**config.mk**
```make
export PLATFORM = sky130hd
export DESIGN_NAME = result_display
export DESIGN_NICKNAME = d
export VERILOG_FILES = /design/src/rtl/result_display_pkg.sv /design/src/rtl/result_display_scan.sv /design/src/rtl/result_display.sv
export SDC_FILE = /design/constraint.sdc
export NUM_CORES = 1
export LEC_CHECK = 0
export ABC_AREA = 1
export BUFFER_PORTS_ARGS = -buffer_cell sky130_fd_sc_hd__buf_2
export CORE_MARGIN = 8
export CORE_UTILIZATION = 40
export DETAILED_ROUTE_END_ITERATION = 8
export PLACE_DENSITY = 0.7
export SLEW_MARGIN = 10
export SYNTH_ARGS = -nofsm -noshare
export SYNTH_HDL_FRONTEND = slang
export SYNTH_SLANG_ARGS = --single-unit
```
**constraint.sdc**
```tcl
create_clock -name IN_clk -period 7.5 [get_ports IN_clk]
set_input_delay 1.5 -clock IN_clk [delete_from_list [all_inputs] [get_ports IN_clk]]
set_output_delay 1.5 -clock IN_clk [all_outputs]
set_load 0.05 [all_outputs]
```
**src/rtl/result_display_pkg.sv**
```systemverilog
// Shared types and constants for the result display: FSM states, segment
// patterns and the BCD-digit-to-segment lookup.
package result_display_pkg;

    typedef enum logic [1:0] {
        ST_IDLE = 2'd0,
        ST_CONV = 2'd1,
        ST_DONE = 2'd2
    } state_t;

    localparam int NUM_DIGITS = 6;
    localparam int BCD_DIGITS = 5;

    // Segment order is {dp,g,f,e,d,c,b,a}; dp is never lit.
    localparam logic [7:0] SEG_BLANK = 8'h00;
    localparam logic [7:0] SEG_MINUS = 8'h40;
    localparam logic [7:0] SEG_E     = 8'h79;
    localparam logic [7:0] SEG_R     = 8'h50;

    function automatic logic [7:0] seg_of(input logic [3:0] d);
        logic [7:0] s;
        case (d)
            4'd0:    s = 8'h3F;
            4'd1:    s = 8'h06;
            4'd2:    s = 8'h5B;
            4'd3:    s = 8'h4F;
            4'd4:    s = 8'h66;
            4'd5:    s = 8'h6D;
            4'd6:    s = 8'h7D;
            4'd7:    s = 8'h07;
            4'd8:    s = 8'h7F;
            4'd9:    s = 8'h6F;
            default: s = SEG_BLANK;
        endcase
        return s;
    endfunction

endpackage

```
**src/rtl/result_display_scan.sv**
```systemverilog
// Continuous 6-digit multiplex scan: divider, digit index and registered
// segment/digit-select outputs formatted from the display registers.
module result_display_scan
    import result_display_pkg::*;
#(
    parameter int SCAN_DIV       = 1000,
    parameter int SEG_ACTIVE_LOW = 0
) (
    input  logic        clk,
    input  logic        rst,
    input  logic [19:0] disp_bcd,
    input  logic        disp_neg,
    input  logic        disp_err,
    output logic [5:0]  digit_sel,
    output logic [7:0]  seg
);

    localparam int DW = (SCAN_DIV > 1) ? $clog2(SCAN_DIV) : 1;
    localparam logic [DW-1:0] DIV_MAX = DW'(SCAN_DIV - 1);

    logic [DW-1:0] div_q, div_d;
    logic [2:0]    idx_q, idx_d;
    logic [5:0]    sel_q, sel_d;
    logic [7:0]    seg_q, seg_d;

    always_comb begin
        div_d = div_q + 1'b1;
        idx_d = idx_q;
        if (div_q == DIV_MAX) begin
            div_d = '0;
            idx_d = (idx_q == 3'(NUM_DIGITS - 1)) ? 3'd0 : idx_q + 3'd1;
        end
        sel_d = 6'd1 << idx_d;

        // Pattern is formed for the index being entered so sel and seg move together.
        seg_d = SEG_BLANK;
        if (disp_err) begin
            case (idx_d)
                3'd2:       seg_d = SEG_E;
                3'd1, 3'd0: seg_d = SEG_R;
                default:    seg_d = SEG_BLANK;
            endcase
        end else if (idx_d == 3'(NUM_DIGITS - 1)) begin
            seg_d = (disp_neg && disp_bcd != 20'd0) ? SEG_MINUS : SEG_BLANK;
        end else begin
            for (int i = 0; i < BCD_DIGITS; i++) begin
                if (idx_d == 3'(i)) begin
                    // A digit is shown if it or any more significant digit is nonzero.
                    if (i == 0 || (disp_bcd >> (4 * i)) != 20'd0)
                        seg_d = seg_of(disp_bcd[i*4 +: 4]);
                end
            end
        end
    end

    always_ff @(posedge clk or posedge rst) begin
        if (rst) begin
            div_q <= '0;
            idx_q <= 3'd0;
            sel_q <= 6'b000001;
            seg_q <= seg_of(4'd0);
        end else begin
            div_q <= div_d;
            idx_q <= idx_d;
            sel_q <= sel_d;
            seg_q <= seg_d;
        end
    end

    assign digit_sel = (SEG_ACTIVE_LOW != 0) ? ~sel_q : sel_q;
    assign seg       = (SEG_ACTIVE_LOW != 0) ? ~seg_q : seg_q;

endmodule

```
**src/rtl/result_display.sv**
```systemverilog
// ALU result to 7-segment display: sequential double-dabble conversion into
// display registers, which feed the multiplexed scan.
module result_display
    import result_display_pkg::*;
#(
    parameter int SCAN_DIV       = 1000,
    parameter int SEG_ACTIVE_LOW = 0
) (
    input  logic        IN_clk,
    input  logic        IN_reset,
    input  logic        IN_valid,
    input  logic [15:0] IN_result,
    input  logic        IN_neg,
    input  logic        IN_error,
    output logic        OUT_busy,
    output logic        OUT_done,
    output logic [19:0] OUT_bcd,
    output logic [5:0]  OUT_digit_sel,
    output logic [7:0]  OUT_seg,
    output logic [1:0]  OUT_dbg_state
);

    state_t      state_q, state_d;
    logic [15:0] bin_q, bin_d;
    logic [19:0] bcd_q, bcd_d, bcd_adj;
    logic [3:0]  cnt_q, cnt_d;
    logic        neg_q, neg_d, err_q, err_d;
    logic        busy_q, busy_d, done_q, done_d;
    logic [19:0] disp_bcd_q, disp_bcd_d;
    logic        disp_neg_q, disp_neg_d, disp_err_q, disp_err_d;

    always_comb begin
        for (int i = 0; i < BCD_DIGITS; i++) begin
            bcd_adj[i*4 +: 4] = (bcd_q[i*4 +: 4] >= 4'd5) ? bcd_q[i*4 +: 4] + 4'd3
                                                          : bcd_q[i*4 +: 4];
        end
    end

    always_comb begin
        state_d    = state_q;
        bin_d      = bin_q;
        bcd_d      = bcd_q;
        cnt_d      = cnt_q;
        neg_d      = neg_q;
        err_d      = err_q;
        busy_d     = busy_q;
        done_d     = 1'b0;
        disp_bcd_d = disp_bcd_q;
        disp_neg_d = disp_neg_q;
        disp_err_d = disp_err_q;
        case (state_q)
            ST_IDLE: begin
                if (IN_valid) begin
                    bin_d   = IN_result;
                    neg_d   = IN_neg;
                    err_d   = IN_error;
                    bcd_d   = 20'd0;
                    cnt_d   = 4'd0;
                    busy_d  = 1'b1;
                    state_d = ST_CONV;
                end
            end
            ST_CONV: begin
                // Shift the adjusted accumulator and the next binary bit in together.
                bcd_d = 20'({bcd_adj, bin_q[15]});
                bin_d = {bin_q[14:0], 1'b0};
                cnt_d = cnt_q + 4'd1;
                if (cnt_q == 4'd15)
                    state_d = ST_DONE;
            end
            ST_DONE: begin
                disp_bcd_d = bcd_q;
                disp_neg_d = neg_q;
                disp_err_d = err_q;
                done_d     = 1'b1;
                busy_d     = 1'b0;
                state_d    = ST_IDLE;
            end
            default: state_d = ST_IDLE;
        endcase
    end

    always_ff @(posedge IN_clk or posedge IN_reset) begin
        if (IN_reset) begin
            state_q    <= ST_IDLE;
            bin_q      <= 16'd0;
            bcd_q      <= 20'd0;
            cnt_q      <= 4'd0;
            neg_q      <= 1'b0;
            err_q      <= 1'b0;
            busy_q     <= 1'b0;
            done_q     <= 1'b0;
            disp_bcd_q <= 20'd0;
            disp_neg_q <= 1'b0;
            disp_err_q <= 1'b0;
        end else begin
            state_q    <= state_d;
            bin_q      <= bin_d;
            bcd_q      <= bcd_d;
            cnt_q      <= cnt_d;
            neg_q      <= neg_d;
            err_q      <= err_d;
            busy_q     <= busy_d;
            done_q     <= done_d;
            disp_bcd_q <= disp_bcd_d;
            disp_neg_q <= disp_neg_d;
            disp_err_q <= disp_err_d;
        end
    end

    result_display_scan #(
        .SCAN_DIV       (SCAN_DIV),
        .SEG_ACTIVE_LOW (SEG_ACTIVE_LOW)
    ) u_scan (
        .clk       (IN_clk),
        .rst       (IN_reset),
        .disp_bcd  (disp_bcd_q),
        .disp_neg  (disp_neg_q),
        .disp_err  (disp_err_q),
        .digit_sel (OUT_digit_sel),
        .seg       (OUT_seg)
    );

    assign OUT_busy      = busy_q;
    assign OUT_done      = done_q;
    assign OUT_bcd       = disp_bcd_q;
    assign OUT_dbg_state = state_q;

endmodule

```
==> results.txt <==
Post-synth EDFFs: 0
Fin nets: 795
Share of cells above drive strength 1: 17.2%
Vias in the first global route: 4,410
Synth Flop Type: dfrtp_1
CTS tree: yes
ANT nets after route: 0
Slew headroom: 38.0%
Maximum root-to-sink buffer count: 2
Largest net degree at the start of global routing: 75
CP max-delay cell: nor2_2
Hold Path Class: reg2reg
# port buffers: 57
RR Startpoint: OUT_dbg_state[1]
Diodes inserted: 0
Post-synthesis register bit count: 94
CP peak stage delay: 0.57 ns
FF-to-FF setup slack: 5.14 ns
Antenna violations before repair: 0
Critical Path Source: IN_valid
Io pins: 59
Placement Setup Slack: 3.96 ns
Syn Inst Count: 676
Leak Pwr: 3.20 nW
Setup CP Type: in2reg
Maxcap violations: 0
Period utilization: 41.4%
Synth-to-layout area growth: 14.5%
Synth Warn #: 0
Critical Path RT: 7.76 ns
R2R depth: 6
Syn Area/Cell: 8.10 um^2
Final Skew: 0.00901 ns
Hold_buf cts: 0
Setup tns final: 0 ns
Synth area leaders: dfrtp_1, nand2_1, ha_1
Synthesized area: 0.00548 mm^2
H-Tree Level Count: 3
Status: finished clean
Slew @ Worst Pin: 0.929 ns
CTS buffer count: 9
DR WL/cell: 13.3 um
WL final: 12,100 um
Endpoint type of the worst setup path: flop
Final Slew Violations: 0
PostCTS Resize Cnt: 0
Sequential fraction of the synthesis area: 43.1%
Setup ws final: 4.39 ns
Distinct cells, synth: 45
# rows: 42
CTS root buf: clkbuf_16
Die Area: 0.0177 mm^2
WP data arrival: 3.37 ns
Reg-to-Reg End: bcd_q[2]
Hold Worst Slack: 0.483 ns
Later-pin clock latency in the skew report: 0.36 ns
Max Freq: 322 MHz
Cell Chain, Critical Path: buf_2 -> nand3_1 -> inv_2 -> nor2_2 -> inv_1 -> o21ai_0
Initial DRC count: 261
Core area: 0.0133 mm^2
DR pass1 iterations: 4
DRC: 0
FFs w/ async S/R, synth: 100%
DP HPWL: 8950 um
Setup violators final: 0
Setup repair after global routing missed its margin: no
Critical Path End: bcd_q[2]
Worst vdd rail ir drop: 181 uV
Final min period: 3.11 ns
Startpoint Class: primary input
Post-synth top area share: 39.8%
First-pass GRT wire length: 20,900 um
Clk slew on worst S/H paths: 0.07 ns
Final Hold Fails: 0
Number of sinks on the clock net: 94
Final core utilization: 47.2%
Die Height: 133 um
Setup Fix Bufs, Post-CTS: 0
Syn nets: 737
Initial Utilization: 41.2%
PwrDens: 370 mW/mm^2
Grt ovf: 0
RD Place Congestion: 0.812
Crit path max fanout: 22
Leading area contributor after synthesis: dfrtp_1
Vias per cell: 4.90
All-Layer GR Usage: 14.4%
Total chip power: 2.32 mW
Die width: 133 um
DR vias: 4,486
-- synthesized netlist by cell type, drive strengths merged, types with 3 or more instances --
library cell / n
nand2: 165
inv: 101
nor2: 48
o211ai: 12
o22ai: 7
nand4: 4
nand3: 54
dfstp: 7
a22o: 3
a21oi: 19
o32ai: 4
xor2: 7
clkbuf: 10
ha: 40
or2: 7
buf: 3
a22oi: 5
a31oi: 5
o21ai: 69
dfrtp: 87
nor3: 9
-- through the flow --
stage | cells | instance area (um^2)
2_1_floorplan | 676 | 5480
3_3_place_gp | 899 | 5960
3_5_place_dp | 899 | 5960
4_1_cts | 915 | 6270
5_1_grt | 915 | 6270
6_report | 915 | 6270
-- critical path: cells and delay by family --
family	cells	cell delay, ns
buffers and inverters	3	0.81
AO/OA/AOI/OAI	1	0.30
AND/OR/NAND/NOR	2	0.75
-- power breakdown --
part | switching (mW) | leakage, nW | total (mW) | internal, mW
clock network | 0.219 | 0.150 | 0.486 | 0.266
registers | 0.127 | 1.15 | 0.807 | 0.680
logic | 0.695 | 1.89 | 1.03 | 0.332
-- state kept, by name (all words and copies together), names as in the netlist, 2 cells and up --
name              cells
OUT_bcd              20
OUT_dbg_state         2
u_scan.idx_q          3
u_scan.div_q         10
bcd_q                20
cnt_q                 4
u_scan.digit_sel      6
u_scan.seg            7
bin_q                16
-- cell type report --
| class | count | area (um^2) |
|---|---|---|
| clock inverters | 7 | 86.3 |
| inverters | 102 | 388 |
| repair buffers | 60 | 308 |
| clock buffers | 9 | 225 |
| multi-input cells | 467 | 2680 |
| well taps | 176 | 220 |
| fillers | 1304 | 7020 |
| flip-flops and latches | 94 | 2360 |
-- per-layer routing --
layer  global-route usage, %  routed length [um]
met1                    18.0                5740
met2                    23.0                5680
met3                    3.67                 458
met4                    5.87                 262
met5                       0                   0
-- placed cells by master (no fill, tap or decap), types with 2 or more instances in the layout --
cell,synthesis,layout
nor2_1,37,35
nand2_2,5,5
xor2_1,7,7
inv_6,0,2
o21ai_1,6,6
a31oi_1,5,5
inv_1,95,94
a21oi_1,18,18
dfrtp_1,87,87
a22o_1,3,3
nand3_2,3,3
ha_1,40,40
nand2_1,156,156
nand2_4,4,4
buf_2,0,57
inv_2,5,5
o211ai_1,12,12
nand4_1,4,4
o32ai_1,4,4
o21ai_0,62,62
nand3_1,50,50
nor2_2,5,7
o22ai_1,7,7
nor2_4,5,5
inv_8,0,2
or2_2,7,7
buf_4,1,3
inv_4,1,2
dfstp_2,7,7
clkbuf_16,0,9
nor3_1,8,8
a22oi_1,5,5
-- kinds of logic after synthesis --
| kind of cell | synth area share [%] |
|---|---|
| and+or+nand+nor | 24.3 |
| AOI/OAI and AO/OA | 13.9 |
| buffers and inverters | 8.00 |
| DFF | 43.1 |
| adders and majority gates | 9.14 |
| xor gates and xnor gates | 1.28 |
| other | 0.0685 |
| muxes | 0.183 |
-- how the worst min path moves through the flow --
stage | endpoint | cells after the start | slack (ns) | from
2_1_floorplan | u_scan.seg[2] | 1 | 0.43 | disp_err_q
3_3_place_gp | bin_q[2] | 2 | 0.47 | bin_q[2]
3_5_place_dp | OUT_bcd[17] | 2 | 0.47 | bcd_q[17]
4_1_cts | OUT_bcd[17] | 2 | 0.49 | bcd_q[17]
5_1_grt | u_scan.seg[2] | 1 | 0.50 | disp_err_q
6_report | cnt_q[3] | 1 | 0.48 | cnt_q[3]
(Power assumes the default switching activity.)
